[config.mk]
export PLATFORM = sky130hd
export DESIGN_NAME = twelve_bit_accumulator
export DESIGN_NICKNAME = d
export VERILOG_FILES = /design/src/rtl/twelve_bit_accumulator.sv
export SDC_FILE = /design/constraint.sdc
export NUM_CORES = 1
export LEC_CHECK = 0
export ABC_AREA = 1
export BUFFER_PORTS_ARGS = -buffer_cell sky130_fd_sc_hd__clkbuf_2
export CAP_MARGIN = 30
export CORE_MARGIN = 10
export CORE_UTILIZATION = 35
export DETAILED_ROUTE_END_ITERATION = 8
export MAX_ROUTING_LAYER = met4
export PLACE_DENSITY = 0.61
export SLEW_MARGIN = 20
export SYNTH_ARGS = -nofsm -noshare
export SYNTH_HDL_FRONTEND = slang
export SYNTH_SLANG_ARGS = --single-unit
[constraint.sdc]
create_clock -name clk -period 2.6 [get_ports clk]
set_clock_uncertainty 0.15 [all_clocks]
set_input_delay 0.26 -clock clk [delete_from_list [all_inputs] [get_ports clk]]
set_output_delay 0.26 -clock clk [all_outputs]
set_load 0.005 [all_outputs]
[src/rtl/twelve_bit_accumulator.sv]
// Multi-term 12-bit accumulator: adds or subtracts N handshaked terms through a
// single ripple-style 12-bit full adder and returns the result with a sticky overflow.

module twelveBitFullAdder (
    input  logic [11:0] a,
    input  logic [11:0] b,
    input  logic        cin,
    output logic [11:0] sum_c,
    output logic        cout_c
);
    assign {cout_c, sum_c} = 13'(a) + 13'(b) + 13'(cin);
endmodule

module twelve_bit_accumulator #(
    parameter int unsigned CNT_W = 4
) (
    input  logic             clk,
    input  logic             rst_n,
    input  logic             start,
    input  logic [CNT_W-1:0] N,
    input  logic             Sub,
    input  logic             in_valid,
    input  logic [11:0]      Data_in,
    output logic             in_ready,
    output logic             out_valid,
    input  logic             out_ready,
    output logic [11:0]      Result,
    output logic             Overflow
);
    localparam int unsigned DATA_W = 12;

    localparam logic [1:0] IDLE = 2'd0;
    localparam logic [1:0] ACC  = 2'd1;
    localparam logic [1:0] DONE = 2'd2;

    logic [1:0]        state_q, state_d;
    logic [DATA_W-1:0] acc_q, acc_d;
    logic              ovf_q, ovf_d;
    logic [CNT_W-1:0]  cnt_q, cnt_d;
    logic              sub_q, sub_d;
    logic              first_q, first_d;
    logic              in_ready_q, in_ready_d;
    logic              out_valid_q, out_valid_d;

    logic              sub_term;
    logic [DATA_W-1:0] add_b;
    logic [DATA_W-1:0] add_sum;
    logic              add_cout;
    logic              accept;

    // The first subtract-mode term is loaded by adding it to the cleared accumulator.
    assign sub_term = sub_q & ~first_q;
    assign add_b    = sub_term ? ~Data_in : Data_in;
    assign accept   = in_valid & in_ready_q;

    twelveBitFullAdder u_adder (
        .a      (acc_q),
        .b      (add_b),
        .cin    (sub_term),
        .sum_c  (add_sum),
        .cout_c (add_cout)
    );

    always_comb begin
        state_d = state_q;
        acc_d   = acc_q;
        ovf_d   = ovf_q;
        cnt_d   = cnt_q;
        sub_d   = sub_q;
        first_d = first_q;
        case (state_q)
            IDLE: begin
                if (start) begin
                    acc_d   = '0;
                    ovf_d   = 1'b0;
                    cnt_d   = N;
                    sub_d   = Sub;
                    first_d = 1'b1;
                    state_d = (N == '0) ? DONE : ACC;
                end
            end
            ACC: begin
                if (accept) begin
                    acc_d   = add_sum;
                    // Borrow in subtract mode is the absence of carry-out.
                    ovf_d   = ovf_q | (sub_term ? ~add_cout : add_cout);
                    cnt_d   = cnt_q - CNT_W'(1);
                    first_d = 1'b0;
                    if (cnt_q == CNT_W'(1)) begin
                        state_d = DONE;
                    end
                end
            end
            DONE: begin
                if (out_ready) begin
                    state_d = IDLE;
                end
            end
            default: state_d = IDLE;
        endcase
        in_ready_d  = (state_d == ACC);
        out_valid_d = (state_d == DONE);
    end

    always_ff @(posedge clk) begin
        if (!rst_n) begin
            state_q     <= IDLE;
            acc_q       <= '0;
            ovf_q       <= 1'b0;
            cnt_q       <= '0;
            sub_q       <= 1'b0;
            first_q     <= 1'b0;
            in_ready_q  <= 1'b0;
            out_valid_q <= 1'b0;
        end else begin
            state_q     <= state_d;
            acc_q       <= acc_d;
            ovf_q       <= ovf_d;
            cnt_q       <= cnt_d;
            sub_q       <= sub_d;
            first_q     <= first_d;
            in_ready_q  <= in_ready_d;
            out_valid_q <= out_valid_d;
        end
    end

    assign in_ready  = in_ready_q;
    assign out_valid = out_valid_q;
    assign Result    = acc_q;
    assign Overflow  = ovf_q;
endmodule

==> results.txt, run 1 <==
CTS tree -> done
pins over their slew limit -> 0
vias in the first global route -> 1767
ys async rst share -> 0%
Routed Antenna Nets -> 0
DP HPWL -> 3.60 mm
CP Max Fanout -> 6
effective utilization at floorplan -> 37.0%
CTS H-Tree Depth -> 1
reg2reg start -> first_q
synth warn -> 0
GRT Resource Usage Total -> 11.3%
fillers -> 529
FF+latch area -> 460 um^2
routed vias/inst -> 4.64
worst-skew pair later-pin latency -> 0.28 ns
sequential area share after synthesis -> 25.8%
area of the multi-input gates -> 0.00113 mm^2
DRC violations left -> 0
setup ws final -> 0.246 ns
VDD IR max -> 0.000279 V
CP required -> 2.60 ns
Area after DPL -> 0.00203 mm^2
Min Clock Period, post-route -> 2.35 ns
synth-to-layout area growth -> 16.8%
TritonRoute pass-1 iters -> 4
Iteration-0 DRC Markers -> 87
Setup TNS -> 0 ns
CTS Hold Buffers Added -> 0
area leader, netlist -> dfxtp_1
share of Yosys cell area claimed by the top area cell type -> 25.8%
final hold violation count -> 0
initial antenna violation count -> 0
Worst Hold Launch -> N[0]
number of flops mapped to enable cells by yosys -> 0
WL final -> 4.52 mm
share of post-route cells with drive strength above 1 -> 17.9%
fin area -> 0.00208 mm^2
chip height -> 91.4 um
Core Area -> 0.00482 mm^2
worst r2r path cells -> 11
Cells after Synth -> 274
GRT overflow -> 0
Antenna Cells -> 0
Vias -> 1760
clock root cell -> clkbuf_8
clock buffer depth -> 2
status -> finished clean
Post-CTS Setup Bufs -> 0
Netlist Area Pre-Place -> 0.00178 mm^2
Crit. End Element -> flop
type of the tightest min-delay check -> in2reg
nets@finish -> 349
Worst EP arrival -> 2.35 ns
Pwr Total -> 0.867 mW
Routed wire per std cell -> 11.9 um
PD cells -> 416 mW/mm^2
maximum number of pins on one net before global-route repair -> 16
Setup CP Type -> reg2reg
Max-cap violations -> 0
synth unique cells -> 29
hold path endpoint -> cnt_q[0]
number of CTS-inserted buffers -> 3
period utilization -> 90.5%
die area -> 0.00835 mm^2
Reg2Reg Capture Point -> Result[8]
Rel. slew slack -> 64.4%
# setup viols final -> 0
die width -> 91.4 um
Worst-path clk slew -> 0.10 ns
first-pass GRT wire length -> 7.85 mm
Row Count -> 25
routability cong. -> 0.886
Avg Cell Area, Syn -> 6.51 um^2
clk sink count -> 23
Tightest Pin Transition -> 0.534 ns
Top-Level Pins -> 37
Synth area leaders -> dfxtp_1, nand2_1, ha_1
Worst setup SP type -> flop
Reg2Reg Setup Slack -> 0.25 ns
Post-CTS Resized -> 0
port bufs -> 36
Synth Flop Type -> dfxtp_1
RSZ-0062 raised after global routing -> false
f_max -> 0.425 GHz
Synth Net Count -> 310
final hold slack -> 0.106 ns
Leak Pwr -> 1.09 nW
Place WS -> 0.257 ns
hold depth -> 3
#FFs+latches synth -> 23
## cell type report
class | count | area share [%]
Multi-Input combinational cell | 205 | 54.4
Sequential cell | 23 | 22.1
Timing Repair Buffer | 37 | 9.01
Inverter | 43 | 8.11
Tap cell | 67 | 4.02
Clock buffer | 3 | 1.98
Clock inverter | 1 | 0.360
## report_power, final
part	switching, mW	internal [mW]	leakage, nW
combinational	0.146	0.0965	0.878
sequential	0.0121	0.367	0.188
clock	0.137	0.109	0.0217
## stage by stage
step / util, % / std cells
floorplan: - / 274
global placement: 42.2 / 375
detailed placement: 42.2 / 375
CTS: 43.2 / 379
global route: 43.2 / 379
finish: 43.2 / 379
## sequential cells by signal (all words and copies together), names as in the netlist
| signal | flops |
|---|---|
| Result | 12 |
| state_q | 2 |
| first_q | 1 |
| Overflow | 1 |
| in_ready | 1 |
| out_valid | 1 |
| cnt_q | 4 |
| sub_q | 1 |
## kinds of logic (layout without fill, tap and decap cells)
logic type	after synthesis	after routing	synth area share [%]
AND/OR/NAND/NOR	139	139	35.3
buffers and inverters	46	84	10.6
AO/OA/AOI/OAI	38	38	11.2
flip-flops	23	23	25.8
adder cells (fa/ha/maj)	14	14	10.2
XOR/XNOR	14	14	6.88
## cells in the mapped netlist (2+ instances only)
cell type,instances
ha_1,13
inv_2,2
a31oi_1,2
nor3_1,2
or2_2,2
nand3_1,21
inv_1,39
nand4_1,5
nand2_2,6
nor2_1,21
xnor2_1,13
o21ai_0,9
nand2_1,77
a21oi_1,25
dfxtp_1,23
## cells in the final DEF, fill, tap and decap left out, drive strengths merged, types with 2 or more instances in the layout
cell and count:
a31oi 2, o21ai 9, xnor2 13, nor2 23, clkbuf 39, nand3 21
dfxtp 23, a21oi 25, or2 2, ha 13, nor3 2, nand4 5
nand2 84, inv 43
## how the worst max path moves through the flow
stage | from | endpoint | slack [ns] | cells past startpoint
6_report | first_q | Result[8] | 0.25 | 11
5_1_grt | first_q | Result[8] | 0.03 | 11
4_1_cts | first_q | Result[8] | 0.22 | 11
3_5_place_dp | first_q | Result[8] | 0.26 | 11
3_3_place_gp | first_q | Result[8] | 0.28 | 11
2_1_floorplan | first_q | Result[8] | 0.44 | 12
## worst max-delay path, stage by stage, from the launching register on
cell and delay [ns]:
dfxtp_1 0.34, inv_1 0.05, nand2_2 0.14, o21ai_0 0.21, fa_1 0.49, nand3_1 0.10
nand3_1 0.16, nand2_1 0.10, nand3_1 0.09, or2_2 0.28, nand2_1 0.07, a21oi_1 0.05
## routing by layer
layer | GRT usage (%) | wire (um) | vias to the layer above
met5 | - | 0 | -
met3 | 3.46 | 253 | 6
met2 | 19.3 | 2110 | 39
met4 | 2.87 | 57 | 0
met1 | 12.6 | 2090 | 764
li1 | - | - | 951
Note: power is estimated with default switching activity, not from simulation.
==> run 2, diff against run 1 <==
Settings changed: ABC_CLOCK_PERIOD_IN_PS set to 2600, CORE_ASPECT_RATIO set to 1.2, CORE_UTILIZATION 35 to 50, PLACE_DENSITY 0.61 to 0.8.
==> results.txt, run 2 (synthesis gave the netlist of run 1 again) <==
WL final -> 4.26 mm (-5.6%)
sw power -> 0.269 mW (-8.8%)
CP required -> 2.58 ns (-0.02 ns)
Setup TNS -> 0 ns (unchanged)
Worst-path clk slew -> 0.09 ns (about the same)
TritonRoute pass-1 iters -> 4 (unchanged)
Max-cap violations -> 0 (unchanged)
effective utilization at floorplan -> 52.5% (+15 points)
worst r2r path cells -> 11 (unchanged)
PD cells -> 412 mW/mm^2 (-1.0%)
maximum number of pins on one net before global-route repair -> 16 (unchanged)
Pwr Total -> 0.841 mW (-3.0%)
crit path cell chain -> inv_1, nand2_2, o21ai_0, fa_1, nand3_1, nand3_1, nand2_1, nand3_1, or2_2, nand2_1, a21oi_1
worst-skew pair later-pin latency -> 0.26 ns (-0.02 ns)
type of the tightest min-delay check -> in2reg
routed vias/inst -> 5.08 (+9.5%)
vias in the first global route -> 1798 (+1.8%)
Row Count -> 23 (-8.0%)
initial antenna violation count -> 0 (unchanged)
most common cell after layout, fill and taps aside -> nand2_1
CTS Hold Buffers Added -> 0 (unchanged)
max reg flops -> 12 (unchanged)
commonest non-fill, non-tap cells in the layout -> nand2_1, inv_1, clkbuf_2
Crit. End Element -> flop
RSZ-0062 raised after global routing -> false
GRT Resource Usage Total -> 14.3% (+3.0 points)
most used routing layer -> met2
GR met1 Demand/Resource -> 15.5% (+2.9 points)
Worst Hold Launch -> N[0]
Routed wire per std cell -> 12.2 um (+2.5%)
status -> finished clean
Largest delay share family, worst path -> simple AND/OR/NAND/NOR gates
clock buffer depth -> 2 (unchanged)
clock root cell -> clkbuf_8
clk sink count -> 23 (unchanged)
Reg2Reg Setup Slack -> 0.27 ns (+0.02 ns)
Routed Antenna Nets -> 0 (unchanged)
Worst EP arrival -> 2.31 ns (-0.04 ns)
first-pass GRT wire length -> 7.41 mm (-5.5%)
power share of the sequential group -> 45.1% (+1.4 points)
Vias -> 1774 (+0.80%)
period utilization -> 89.6% (-0.91 points)
Leak Pwr -> 1.09 nW (about the same)
Sw Ratio -> 32.0% (-2.0 points)
VDD IR max -> 0.000388 V (+39%)
GRT overflow -> 0 (unchanged)
DP HPWL -> 3.50 mm (-2.8%)
CP dominant cell by count -> nand3_1
Core Area -> 0.00340 mm^2 (-30%)
Rel. slew slack -> 65.3% (+0.96 points)
reg2reg start -> first_q
routability cong. -> 0.908 (+2.5%)
die area -> 0.00636 mm^2 (-24%)
crit-path max cell delay -> 0.49 ns (about the same)
final hold violation count -> 0 (unchanged)
Iteration-0 DRC Markers -> 113 (+30%)
CTS H-Tree Depth -> 1 (unchanged)
CP max-delay cell -> fa_1
hold depth -> 3 (unchanged)
CP Buf/Inv Count -> 1 (unchanged)
hold path endpoint -> cnt_q[0]
Reg2Reg Capture Point -> Result[8]
port bufs -> 36 (unchanged)
share of post-route cells with drive strength above 1 -> 17.6% (-0.32 points)
Worst setup SP type -> flop
CTS tree -> done
Post-CTS Setup Bufs -> 0 (unchanged)
met2 track demand over resource -> 25.7% (+6.4 points)
Logic pwr share -> 28.6% (+0.7 points)
f_max -> 0.429 GHz (+1.0%)
final hold slack -> 0.103 ns (-0.00381 ns)
synth-to-layout area growth -> 14.5%
DRC violations left -> 0 (unchanged)
CP Max Fanout -> 6 (unchanged)
Setup CP Type -> reg2reg
Area after DPL -> 0.00200 mm^2 (-1.8%)
die width -> 74.5 um (-18%)
# setup viols final -> 0 (unchanged)
nets@finish -> 349 (unchanged)
chip height -> 85.4 um (-6.5%)
Antenna Cells -> 0 (unchanged)
met3 Use GR -> 2.45% (-1.0 points)
Post-CTS Resized -> 0 (unchanged)
fin area -> 0.00204 mm^2 (-2.0%)
Tightest Pin Transition -> 0.515 ns (-0.0192 ns)
Min Clock Period, post-route -> 2.33 ns (-0.0237 ns)
number of CTS-inserted buffers -> 3 (unchanged)
pins over their slew limit -> 0 (unchanged)
Top-Level Pins -> 37 (unchanged)
clock network power share -> 26.3% (-2.1 points)
Post-Route Utilization -> 60.1% (+17 points)
total internal power -> 0.572 mW (about the same)
run 2: cell types whose count changed in the layout (fill, tap and decap cells not counted), sizes merged:
cell,change
clkinvlp,-1
clkbuf,+1
run 2: worst max-delay path by stage:
stage | start | end | slack (ns) | depth (start not counted)
2_1_floorplan | first_q | Result[8] | 0.44 | 12
6_report | first_q | Result[8] | 0.27 | 11
5_1_grt | first_q | Result[10] | 0.09 | 12
3_5_place_dp | first_q | Result[8] | 0.30 | 11
4_1_cts | first_q | Result[8] | 0.29 | 11
3_3_place_gp | first_q | Result[8] | 0.34 | 11
run 2: area by class of cell:
type | count | area (um^2)
clock buffer | 4 | 45.0
fill | 338 | 1350
inverter | 43 | 169
multi-input combinational | 205 | 1130
sequential | 23 | 460
tap | 37 | 46.3
timing repair buffer | 37 | 188
run 2: worst min-delay path: stages:
cell      delay [ns]
clkbuf_2        0.09
nand2_1         0.06
a31oi_1         0.07
run 2: power groups by stage:
stage / sequential, mW / clock, mW / combinational [mW]
after floorplan: 0.385 / 0 / 0.182
after global placement: 0.387 / 0 / 0.238
after detailed placement: 0.388 / 0 / 0.241
after CTS: 0.379 / 0.235 / 0.243
after global routing: 0.382 / 0.249 / 0.276
final: 0.379 / 0.221 / 0.241
run 2: per-stage QoR:
stage,setup slack [ns],std cells
2_1_floorplan,0.441,274
3_3_place_gp,0.335,345
3_5_place_dp,0.305,345
4_1_cts,0.287,349
5_1_grt,0.0855,349
6_report,0.270,349
run 2: routing by layer:
metal	up-vias	wire length, um
li1	957	-
met1	761	1820
met2	50	2150
met3	6	228
met4	0	59
met5	-	0
==> run 3, diff against run 2 <==
Settings changed: PLACE_DENSITY 0.8 to 0.75.
==> results.txt, run 3 (synthesis gave the netlist of run 1 again) <==
status -> finished clean
max reg flops -> 12 (unchanged)
Worst EP arrival -> 2.31 ns (about the same)
WL final -> 4.51 mm (+5.7%)
Area after DPL -> 0.00200 mm^2 (unchanged)
CP Max Fanout -> 6 (unchanged)
Worst-path clk slew -> 0.09 ns (about the same)
die area -> 0.00636 mm^2 (unchanged)
clock root cell -> clkbuf_8
Place WS -> 0.288 ns (-0.0165 ns)
routability cong. -> 0.900 (-0.89%)
placed cell count -> 345 (unchanged)
Pwr Total -> 0.855 mW (+1.6%)
CP max-delay cell -> fa_1
Tightest Pin Transition -> 0.531 ns (+0.0158 ns)
type of the tightest min-delay check -> in2reg
DP HPWL -> 3.66 mm (+4.7%)
nets@finish -> 349 (unchanged)
DRC violations left -> 0 (unchanged)
share of post-route cells with drive strength above 1 -> 17.6% (unchanged)
Post-CTS Resized -> 0 (unchanged)
Antenna Cells -> 0 (unchanged)
clk sink count -> 23 (unchanged)
die width -> 74.5 um (unchanged)
vias in the first global route -> 1897 (+5.5%)
CP required -> 2.58 ns (about the same)
chip height -> 85.4 um (unchanged)
Max-cap violations -> 0 (unchanged)
Post-CTS Setup Bufs -> 0 (unchanged)
Routed wire per std cell -> 12.9 um (+5.7%)
CTS H-Tree Depth -> 1 (unchanged)
Routed Antenna Nets -> 0 (unchanged)
routed vias/inst -> 5.15 (+1.2%)
crit-path max cell delay -> 0.48 ns (about the same)
Rel. slew slack -> 64.6% (-0.73 points)
period utilization -> 89.6% (about the same)
Top-Level Pins -> 37 (unchanged)
clock buffer depth -> 2 (unchanged)
CTS Hold Buffers Added -> 0 (unchanged)
PD cells -> 419 mW/mm^2 (+1.6%)
synth-to-layout area growth -> 14.5% (unchanged)
fillers -> 344 (+1.8%)
setup ws final -> 0.271 ns (+0.00113 ns)
number of CTS-inserted buffers -> 3 (unchanged)
RSZ-0062 raised after global routing -> false
Row Count -> 23 (unchanged)
Largest delay share family, worst path -> simple AND/OR/NAND/NOR gates
initial antenna violation count -> 0 (unchanged)
# setup viols final -> 0 (unchanged)
effective utilization at floorplan -> 52.5% (unchanged)
CP dominant cell by count -> nand3_1
TritonRoute pass-1 iters -> 4 (unchanged)
Setup CP Type -> reg2reg
Non-Filler Instances -> 349 (unchanged)
Crit. End Element -> flop
Vias -> 1796 (+1.2%)
Worst setup SP type -> flop
Min Clock Period, post-route -> 2.33 ns (-0.00113 ns)
first-pass GRT wire length -> 8.00 mm (+7.9%)
VDD IR max -> 0.000248 V (-36%)
commonest non-fill, non-tap cells in the layout -> nand2_1, inv_1, clkbuf_2
CTS tree -> done
GRT Resource Usage Total -> 15.6% (+1.3 points)
GRT overflow -> 0 (unchanged)
f_max -> 0.429 GHz (about the same)
final hold violation count -> 0 (unchanged)
Core Area -> 0.00340 mm^2 (unchanged)
crit path cell chain -> inv_1, nand2_2, o21ai_0, fa_1, nand3_1, nand3_1, nand2_1, nand3_1, or2_2, nand2_1, a21oi_1
Iteration-0 DRC Markers -> 94 (-17%)
fin area -> 0.00204 mm^2 (unchanged)
pins over their slew limit -> 0 (unchanged)
Setup TNS -> 0 ns (unchanged)
CP Buf/Inv Count -> 1 (unchanged)
maximum number of pins on one net before global-route repair -> 16 (unchanged)
most common cell after layout, fill and taps aside -> nand2_1
Leak Pwr -> 1.09 nW (unchanged)
port bufs -> 36 (unchanged)
worst-skew pair later-pin latency -> 0.27 ns (about the same)
-- run 3: cell counts in the layout (fill, tap and decap cells not counted) --
No cell type changed its count.
-- run 3: worst paths after layout --
| path | startpoint | to | slack, ns | depth (start not counted) |
|---|---|---|---|---|
| worst max-delay path | first_q | Result[8] | 0.27 | 11 |
| worst min-delay path | N[1] | cnt_q[1] | 0.10 | 3 |
| worst max register to register | first_q | Result[8] | 0.27 | 11 |
| worst min register to register | Overflow | Overflow | 0.29 | 2 |
-- run 3: worst register-to-register path: cells and delay by family, from the launching register on --
family,cells,cell delay (ns)
flip-flops,1,0.34
AND/OR/NAND/NOR,7,0.92
buffers and inverters,1,0.05
adder cells (fa/ha/maj),1,0.48
AO/OA/AOI/OAI,2,0.26
-- run 3: where the power goes --
part | total, mW | switching (mW) | internal [mW] | leakage, nW
Sequential | 0.379 | 0.0126 | 0.367 | 0.188
Clock | 0.232 | 0.122 | 0.110 | 0.0228
Combinational | 0.244 | 0.147 | 0.0967 | 0.878
Total | 0.855 | 0.282 | 0.573 | 1.09
-- run 3: per-layer routing --
layer | wire length, um | vias to the layer above | track usage (%) | share of wire, %
met5 | 0 | - | - | 0
met3 | 200 | 6 | 2.56 | 4.4
met1 | 1890 | 796 | 16.5 | 42
met4 | 61 | 0 | 4.83 | 1.4
met2 | 2350 | 38 | 28.4 | 52
li1 | - | 956 | - | -
-- run 3: per-stage QoR --
step                hold slack [ns]  util (%)
detailed placement            0.285      58.8
floorplan                     0.226         -
CTS                           0.101      60.1
global placement              0.285      58.8
finish                        0.102      60.1
global route                  0.122      60.1
-- run 3: cell type report --
cell class / count / area, um^2 / share of cell area, %
flip-flops and latches: 23 / 460 / 22.5
multi-input cells: 205 / 1130 / 55.5
clock buffers: 4 / 45.0 / 2.21
well taps: 37 / 46.3 / 2.27
repair buffers: 37 / 188 / 9.19
inverters: 43 / 169 / 8.27
